<file path="src/rtl/axi_read_arbiter.sv">
// Burst-locked arbiter sharing one AXI4 read master port between N_MASTERS requesters.
// Define AXI_RD_ARB_RR_EN for round-robin arbitration; otherwise the lowest index wins.
module axi_read_arbiter #(
    parameter int N_MASTERS  = 2,
    parameter int AXI_ADDR_W = 32,
    parameter int AXI_DATA_W = 32,
    parameter int AXI_LEN_W  = 8,
    parameter int AXI_ID_W   = 1,
    localparam int GRANT_W   = (N_MASTERS > 1) ? $clog2(N_MASTERS) : 1
) (
    input  logic                            clk,
    input  logic                            reset_n,
    input  logic [N_MASTERS-1:0]            s_arvalid,
    input  logic [N_MASTERS*AXI_ADDR_W-1:0] s_araddr,
    input  logic [N_MASTERS*AXI_LEN_W-1:0]  s_arlen,
    input  logic [N_MASTERS*3-1:0]          s_arsize,
    input  logic [N_MASTERS*2-1:0]          s_arburst,
    output logic [N_MASTERS-1:0]            s_arready,
    output logic [N_MASTERS-1:0]            s_rvalid,
    input  logic [N_MASTERS-1:0]            s_rready,
    output logic [AXI_DATA_W-1:0]           s_rdata,
    output logic [1:0]                      s_rresp,
    output logic                            s_rlast,
    output logic [AXI_ID_W-1:0]             m_axi_arid,
    output logic [AXI_ADDR_W-1:0]           m_axi_araddr,
    output logic [AXI_LEN_W-1:0]            m_axi_arlen,
    output logic [2:0]                      m_axi_arsize,
    output logic [1:0]                      m_axi_arburst,
    output logic                            m_axi_arlock,
    output logic [3:0]                      m_axi_arcache,
    output logic [2:0]                      m_axi_arprot,
    output logic                            m_axi_arvalid,
    input  logic                            m_axi_arready,
    input  logic                            m_axi_rvalid,
    input  logic [AXI_DATA_W-1:0]           m_axi_rdata,
    input  logic [1:0]                      m_axi_rresp,
    input  logic                            m_axi_rlast,
    output logic                            m_axi_rready,
    output logic                            busy,
    output logic [GRANT_W-1:0]              grant
);

    localparam logic [1:0] ST_IDLE = 2'd0;
    localparam logic [1:0] ST_ADDR = 2'd1;
    localparam logic [1:0] ST_DATA = 2'd2;

    logic [1:0]         r_state;
    logic [GRANT_W-1:0] r_grant;
    logic [GRANT_W-1:0] w_winner;
    logic               w_found;
    logic               w_last_hs;

`ifdef AXI_RD_ARB_RR_EN
    logic [GRANT_W-1:0] r_ptr;

    // Requesters at or above the pointer are searched first, then the wrap-around part.
    always_comb begin
        w_winner = '0;
        w_found  = 1'b0;
        for (int i = 0; i < N_MASTERS; i++) begin
            if (!w_found && s_arvalid[i] && (i >= int'(r_ptr))) begin
                w_found  = 1'b1;
                w_winner = GRANT_W'(i);
            end
        end
        for (int i = 0; i < N_MASTERS; i++) begin
            if (!w_found && s_arvalid[i]) begin
                w_found  = 1'b1;
                w_winner = GRANT_W'(i);
            end
        end
    end
`else
    always_comb begin
        w_winner = '0;
        w_found  = 1'b0;
        for (int i = 0; i < N_MASTERS; i++) begin
            if (!w_found && s_arvalid[i]) begin
                w_found  = 1'b1;
                w_winner = GRANT_W'(i);
            end
        end
    end
`endif

    always_comb begin
        m_axi_araddr  = '0;
        m_axi_arlen   = '0;
        m_axi_arsize  = '0;
        m_axi_arburst = '0;
        s_arready     = '0;
        s_rvalid      = '0;
        m_axi_rready  = 1'b0;
        for (int i = 0; i < N_MASTERS; i++) begin
            if (r_grant == GRANT_W'(i)) begin
                m_axi_araddr  = s_araddr[i*AXI_ADDR_W +: AXI_ADDR_W];
                m_axi_arlen   = s_arlen[i*AXI_LEN_W +: AXI_LEN_W];
                m_axi_arsize  = s_arsize[i*3 +: 3];
                m_axi_arburst = s_arburst[i*2 +: 2];
                s_arready[i]  = (r_state == ST_ADDR) && m_axi_arready;
                s_rvalid[i]   = (r_state == ST_DATA) && m_axi_rvalid;
                m_axi_rready  = (r_state == ST_DATA) && s_rready[i];
            end
        end
    end

    assign m_axi_arvalid = (r_state == ST_ADDR);
    assign w_last_hs     = m_axi_rvalid && m_axi_rready && m_axi_rlast;

    always_ff @(posedge clk or negedge reset_n) begin
        if (!reset_n) begin
            r_state <= ST_IDLE;
            r_grant <= '0;
`ifdef AXI_RD_ARB_RR_EN
            r_ptr   <= '0;
`endif
        end else begin
            case (r_state)
                ST_IDLE: begin
                    if (w_found) begin
                        r_grant <= w_winner;
                        r_state <= ST_ADDR;
                    end
                end
                ST_ADDR: begin
                    if (m_axi_arready) r_state <= ST_DATA;
                end
                ST_DATA: begin
                    if (w_last_hs) begin
                        r_state <= ST_IDLE;
`ifdef AXI_RD_ARB_RR_EN
                        r_ptr   <= (r_grant == GRANT_W'(N_MASTERS - 1)) ? '0
                                                                       : r_grant + GRANT_W'(1);
`endif
                    end
                end
                default: r_state <= ST_IDLE;
            endcase
        end
    end

    assign s_rdata       = m_axi_rdata;
    assign s_rresp       = m_axi_rresp;
    assign s_rlast       = m_axi_rlast;
    assign m_axi_arid    = '0;
    assign m_axi_arlock  = 1'b0;
    assign m_axi_arcache = 4'b0011;
    assign m_axi_arprot  = 3'b000;
    assign busy          = (r_state != ST_IDLE);
    assign grant         = r_grant;

endmodule

</file>
<file path="config.mk">
export PLATFORM = sky130hd
export DESIGN_NAME = axi_read_arbiter
export DESIGN_NICKNAME = d
export VERILOG_FILES = /design/src/rtl/axi_read_arbiter.sv
export SDC_FILE = /design/constraint.sdc
export NUM_CORES = 1
export LEC_CHECK = 0
export ABC_AREA = 1
export BUFFER_PORTS_ARGS = -buffer_cell sky130_fd_sc_hd__buf_2
export CAP_MARGIN = 10
export CELL_PAD_IN_SITES_DETAIL_PLACEMENT = 1
export CELL_PAD_IN_SITES_GLOBAL_PLACEMENT = 1
export CORE_ASPECT_RATIO = 0.5
export CORE_UTILIZATION = 13
export CTS_BUF_LIST = sky130_fd_sc_hd__clkbuf_8
export CTS_CLUSTER_DIAMETER = 100
export DETAILED_ROUTE_END_ITERATION = 6
export PLACE_DENSITY = 0.95
export SETUP_SLACK_MARGIN = 0.15
export SLEW_MARGIN = 5
export SYNTH_ARGS = -nofsm -noshare
export SYNTH_HDL_FRONTEND = slang
export SYNTH_SLANG_ARGS = --single-unit
</file>
<file path="constraint.sdc">
create_clock -name clk -period 3.35 [get_ports clk]
set_input_delay 0.67 -clock clk [delete_from_list [all_inputs] [get_ports clk]]
set_output_delay 0.67 -clock clk [all_outputs]
set_load 0.01 [all_outputs]
</file>
# Word-level counts from Yosys, hierarchy flattened
# Index checks and enable logic that the tools add are counted.
# W data, S select, Z words.
# word_totals
reg_bits	3
input_bits	133
output_inout_bits	97
wordCells	35
# classes
n_eq_ne	5
mux	16
n_reduce_logical	12
# ops
op	count
$mux W32	1
$mux W1	8
$mux W2	4
$mux W8	1
$logic_and A1 B1 Y1	7
$pmux W2 S3	1
$ne A2 B2 Y1 const B	2
$mux W3	1
$reduce_and A3 Y1	1
$eq A2 B1 Y1 const B	1
$eq A2 B2 Y1 const B	1
$logic_not A2 Y1	1
$ne A2 B1 Y1 const B	1
$reduce_and A2 Y1	1
$reduce_bool A2 Y1	1
$logic_not A1 Y1	1

# Longest topological paths before layout
# logic_depth
ltp_word	7
ltp_mapped	6
ltp_nobuf	6

# Worst setup path after synthesis
# OpenSTA, ideal clock, no wires.
# synth_timing
kind	input to output
from	input port m_axi_rvalid
to	output port s_rvalid[0]
arrival_time_ns	0.993
t_required_ns	2.680
path_slack_ns	1.687
stages	2
n_path_buf	0
path_cell_list	inv_1 nor3_1
# synth_via
elab_chain_len	2
# synth_rtl
item	line_no	text
start: declaration	34	input logic m_axi_rvalid,
$logic_and A1 B1 Y1	101	s_rvalid[i] = (r_state == ST_DATA) && m_axi_rvalid;
$mux W1	95	if (r_grant == GRANT_W'(i)) begin
end: declaration	19	output logic [N_MASTERS-1:0] s_rvalid,
# Every way passes these cells.

# Worst setup path after layout
# layout_timing
from	register r_grant, in the netlist grant
to	output port m_axi_araddr[16]
# layout_via
elab_chain_len	1
# layout_rtl
item	line_no	text
start: declaration	48	logic [GRANT_W-1:0] r_grant;
start signal: assignment	121	r_grant <= w_winner;
$mux W32	95	
end: declaration	25	output logic [AXI_ADDR_W-1:0] m_axi_araddr,
# Every way passes these cells.

==> results.txt <==
The synthesized-area fraction occupied by and/or/nand/nor cells was 0.531. The portion of synthesized cell area occupied by the leading cell type works out to 0.501. For this design the ratio of total power to cell area is 583 nW/µm².

The number of antenna violations at the first check in global routing is 0. Entering global routing, the biggest net connects 51 pins. The flop and latch count out of synthesis is 3, and the initial cell density of the core is 0.135. By area, the combinational part of the netlist is dominated by simple AND/OR/NAND/NOR gates.

Counting stages on the worst path, the most repeated cell is nand2_1. The routability congestion estimate from global placement was 0.764; the wire length of the first global-routing pass was 7640 µm. For this run, the top clock speed supported by timing is 0.448 GHz.

Summed over all layers, the global routing overflow is 0. The number of buffers added on ports is 152, and the number of distinct standard cells referenced by the synthesized netlist is 13. The number of CTS-inserted buffers was 3.

In the routed layout, each cell is associated on average with a via count of 3.64. Counting cells, the worst reg-to-reg path comes to 6. The share of layout cells above drive strength 1 came out at 0.476.

The largest single stage delay on the critical path is 380 ps. The floorplan has 23 rows. Final clock period utilization by the worst path: 0.666. Yosys attributes the largest share of cell area to nand2_1 (50%), buf_4 (33%), dfrtp_1 (6.9%). The startpoint identified for the worst register-to-register timing path is grant$_DFFE_PN0P_. In this run the cell area of the synthesized design comes to 1090 µm².

Hold repair after CTS inserted 0 buffers. The tools report the sequential fraction of the synthesis area as 0.0686. Counting every instance in the synthesized netlist gives 221. The setup path with the least slack is of type reg2out.

Summing all multi-input logic gate instances after layout gives 632 µm². Yosys printed 0 warnings. The die is 132 µm wide. The finished layout cell area is 1690 µm², and the number of nets in the finished design is 466. The total clock sinks is 3.

The final layout contains routed wiring with a total length of 5150 µm. Setup total negative slack on the finished layout was measured at 0 ps. For the HPWL after detailed placement, the log shows 4390 µm. For the final-report hold violation count, the log shows 0.

Registers take 75.1 µm². Excluding fillers, the count of instances in the completed layout stands at 444. The standard cell core area came out at 8090 µm². Traced cell by cell, the critical path runs through inv_2 -> buf_4 -> nand2_1 -> nand2_1 -> buf_2. TritonCTS built the clock tree. The xor/xnor cell area share of the yosys netlist was 0. At the pin with the least slew margin, the transition time is 512 ps. Gates resized during post-CTS repair numbered 0. For the number of global-route vias before repair, the log shows 1,609. Tracing the worst setup path back leads to its startpoint at grant$_DFFE_PN0P_. The tools report the worst setup slack for register-to-register paths as 2040 ps. The maximum fanout along the worst path came out at 28.

The per-instance average area after synthesis is 4.95 µm², and the routed length per instance is 11.6 µm. STA classifies the critical path startpoint as a register. After detailed routing, the number of remaining DRC violations is 0.

The mux cell area share after synthesis was 0; the setup skew after layout was 0.844 ps. The die covers 8810 µm². From bottom edge to top edge, the die measures 66.9 µm. The number of I/O pins is 230, and the clock slew seen by the registers of the worst setup and hold paths is 30 ps.

The logs give 1560 ps for the arrival time of the worst setup path and 1 for the H-tree level count. For the max capacitance violation total, the log shows 0. Setup violations remaining at the end of the flow were counted as 0.

The logs give 0.125 mV for the maximum vdd ir drop and 0 for the number of nets with antenna violations after routing. The fraction of the mapped netlist area in compound gates works out to 0.0160. The biggest area contributor in the post-synthesis netlist is nand2_1.

For the worst endpoint required time, the log shows 2680 ps. The tightest min-delay check is of the in2async type. For this block, the initial DRC count from the detailed router was 70.

Worst relative slew slack: 0.659. Summing internal, switching and leakage power gives 985 µW. The antenna diode count is 0. The tools report the element type at the critical path end as an output port. The clock period minus final worst setup slack was 2230 ps; the later-pin clock latency in the skew report was 220 ps. The first-pass detailed-route iteration total was 4. In this run the static leakage power is 0.00119 µW.

CTS placed an instance of clkbuf_8 at the clock tree root. Setup repair after global routing left no endpoint under its margin. The placed instances occupy a cell area of 1650 µm². Detailed-route via count: 1,614. In this run the critical register-to-register path is captured at r_state[1]$_DFFE_PN0P_. The cell count after placement is 440.

The cell with the biggest individual delay on the critical path was dfrtp_1. The area growth from synthesis to layout is 54.6%. The combined global-route utilization of all metal layers was 0.110; the post-CTS setup-driven buffer insertion count was 0.

The flow ran to the end, and the final reports show no timing, DRC or antenna violations. The longest clock path from root to sink contains 2 buffers. The tools report the number of max-slew violations in the final report as 0.

The post-synthesis adder-cell area fraction is 0, and the number of filler cells placed in the layout is 1,080.
==> per-layer routing <==
layer / global-route usage / vias up / routed length, µm
li1: - / 823 / -
met1: 0.134 / 741 / 2210
met2: 0.190 / 46 / 2640
met3: 0.0274 / 4 / 235
met4: 0.0407 / 0 / 55
met5: 0 / - / 0
==> cells in the mapped netlist <==
cell and count:
nand2_1 146, buf_4 48, buf_2 6, inv_1 5, nor2_1 4, dfrtp_1 3, conb_1 2, nor3_1 2
a21oi_1 1, inv_2 1, nand3b_1 1, o21ai_1 1, o31ai_1 1
==> sequential cells by signal, indices dropped and copies added, names as in the netlist <==
signal,count
r_state,2
grant,1
==> logic make-up after synthesis <==
kind of cell	Yosys count
flops	3
other cells	2
simple gates	153
buf+inv	60
compound gates	3
==> how the worst max path moves through the flow <==
| stage | to | depth (start not counted) |
|---|---|---|
| CTS | m_axi_araddr[16] | 5 |
| detailed placement | m_axi_araddr[16] | 5 |
| floorplan | s_rvalid[0] | 2 |
| finish | m_axi_araddr[16] | 5 |
| global placement | m_axi_araddr[5] | 5 |
| global route | m_axi_araddr[8] | 5 |
==> where the power goes <==
group	internal, µW	switching, µW
combinational	296	520
sequential	52.9	11.7
clock	78.2	25.9
==> stage by stage <==
stage               worst slack (ps)  utilization  hold slack [ps]
detailed placement              1320        0.203              470
CTS                             1090        0.209              241
global route                     977        0.209              243
finish                          1120        0.209              242
floorplan                       1690            -              374
global placement                1370        0.203              466
==> worst max-delay path, delay by kind of cell (launching register included) <==
kind,cells,cell delay (ps)
buffers and inverters,3,780
AND/OR/NAND/NOR,2,170
flip-flops,1,380
==> cell usage in the layout (no fill, tap or decap) <==
master,count
buf_2,152
nand2_1,146
conb_1,9
inv_1,6
nor2_1,4
clkbuf_8,3
dfrtp_1,3
nor3_1,2
buf_4,2
inv_2,1
a21oi_1,1
o21ai_1,1
o31ai_1,1
nand3b_1,1
==> cell type report <==
class	count	area share
clock buffers	3	0.0244
clock inverters	1	0.00222
inverters	6	0.0133
multi-input cells	165	0.374
flip-flops and latches	3	0.0444
well taps	112	0.0829
repair buffers	154	0.459
(Power assumes the default switching activity.)
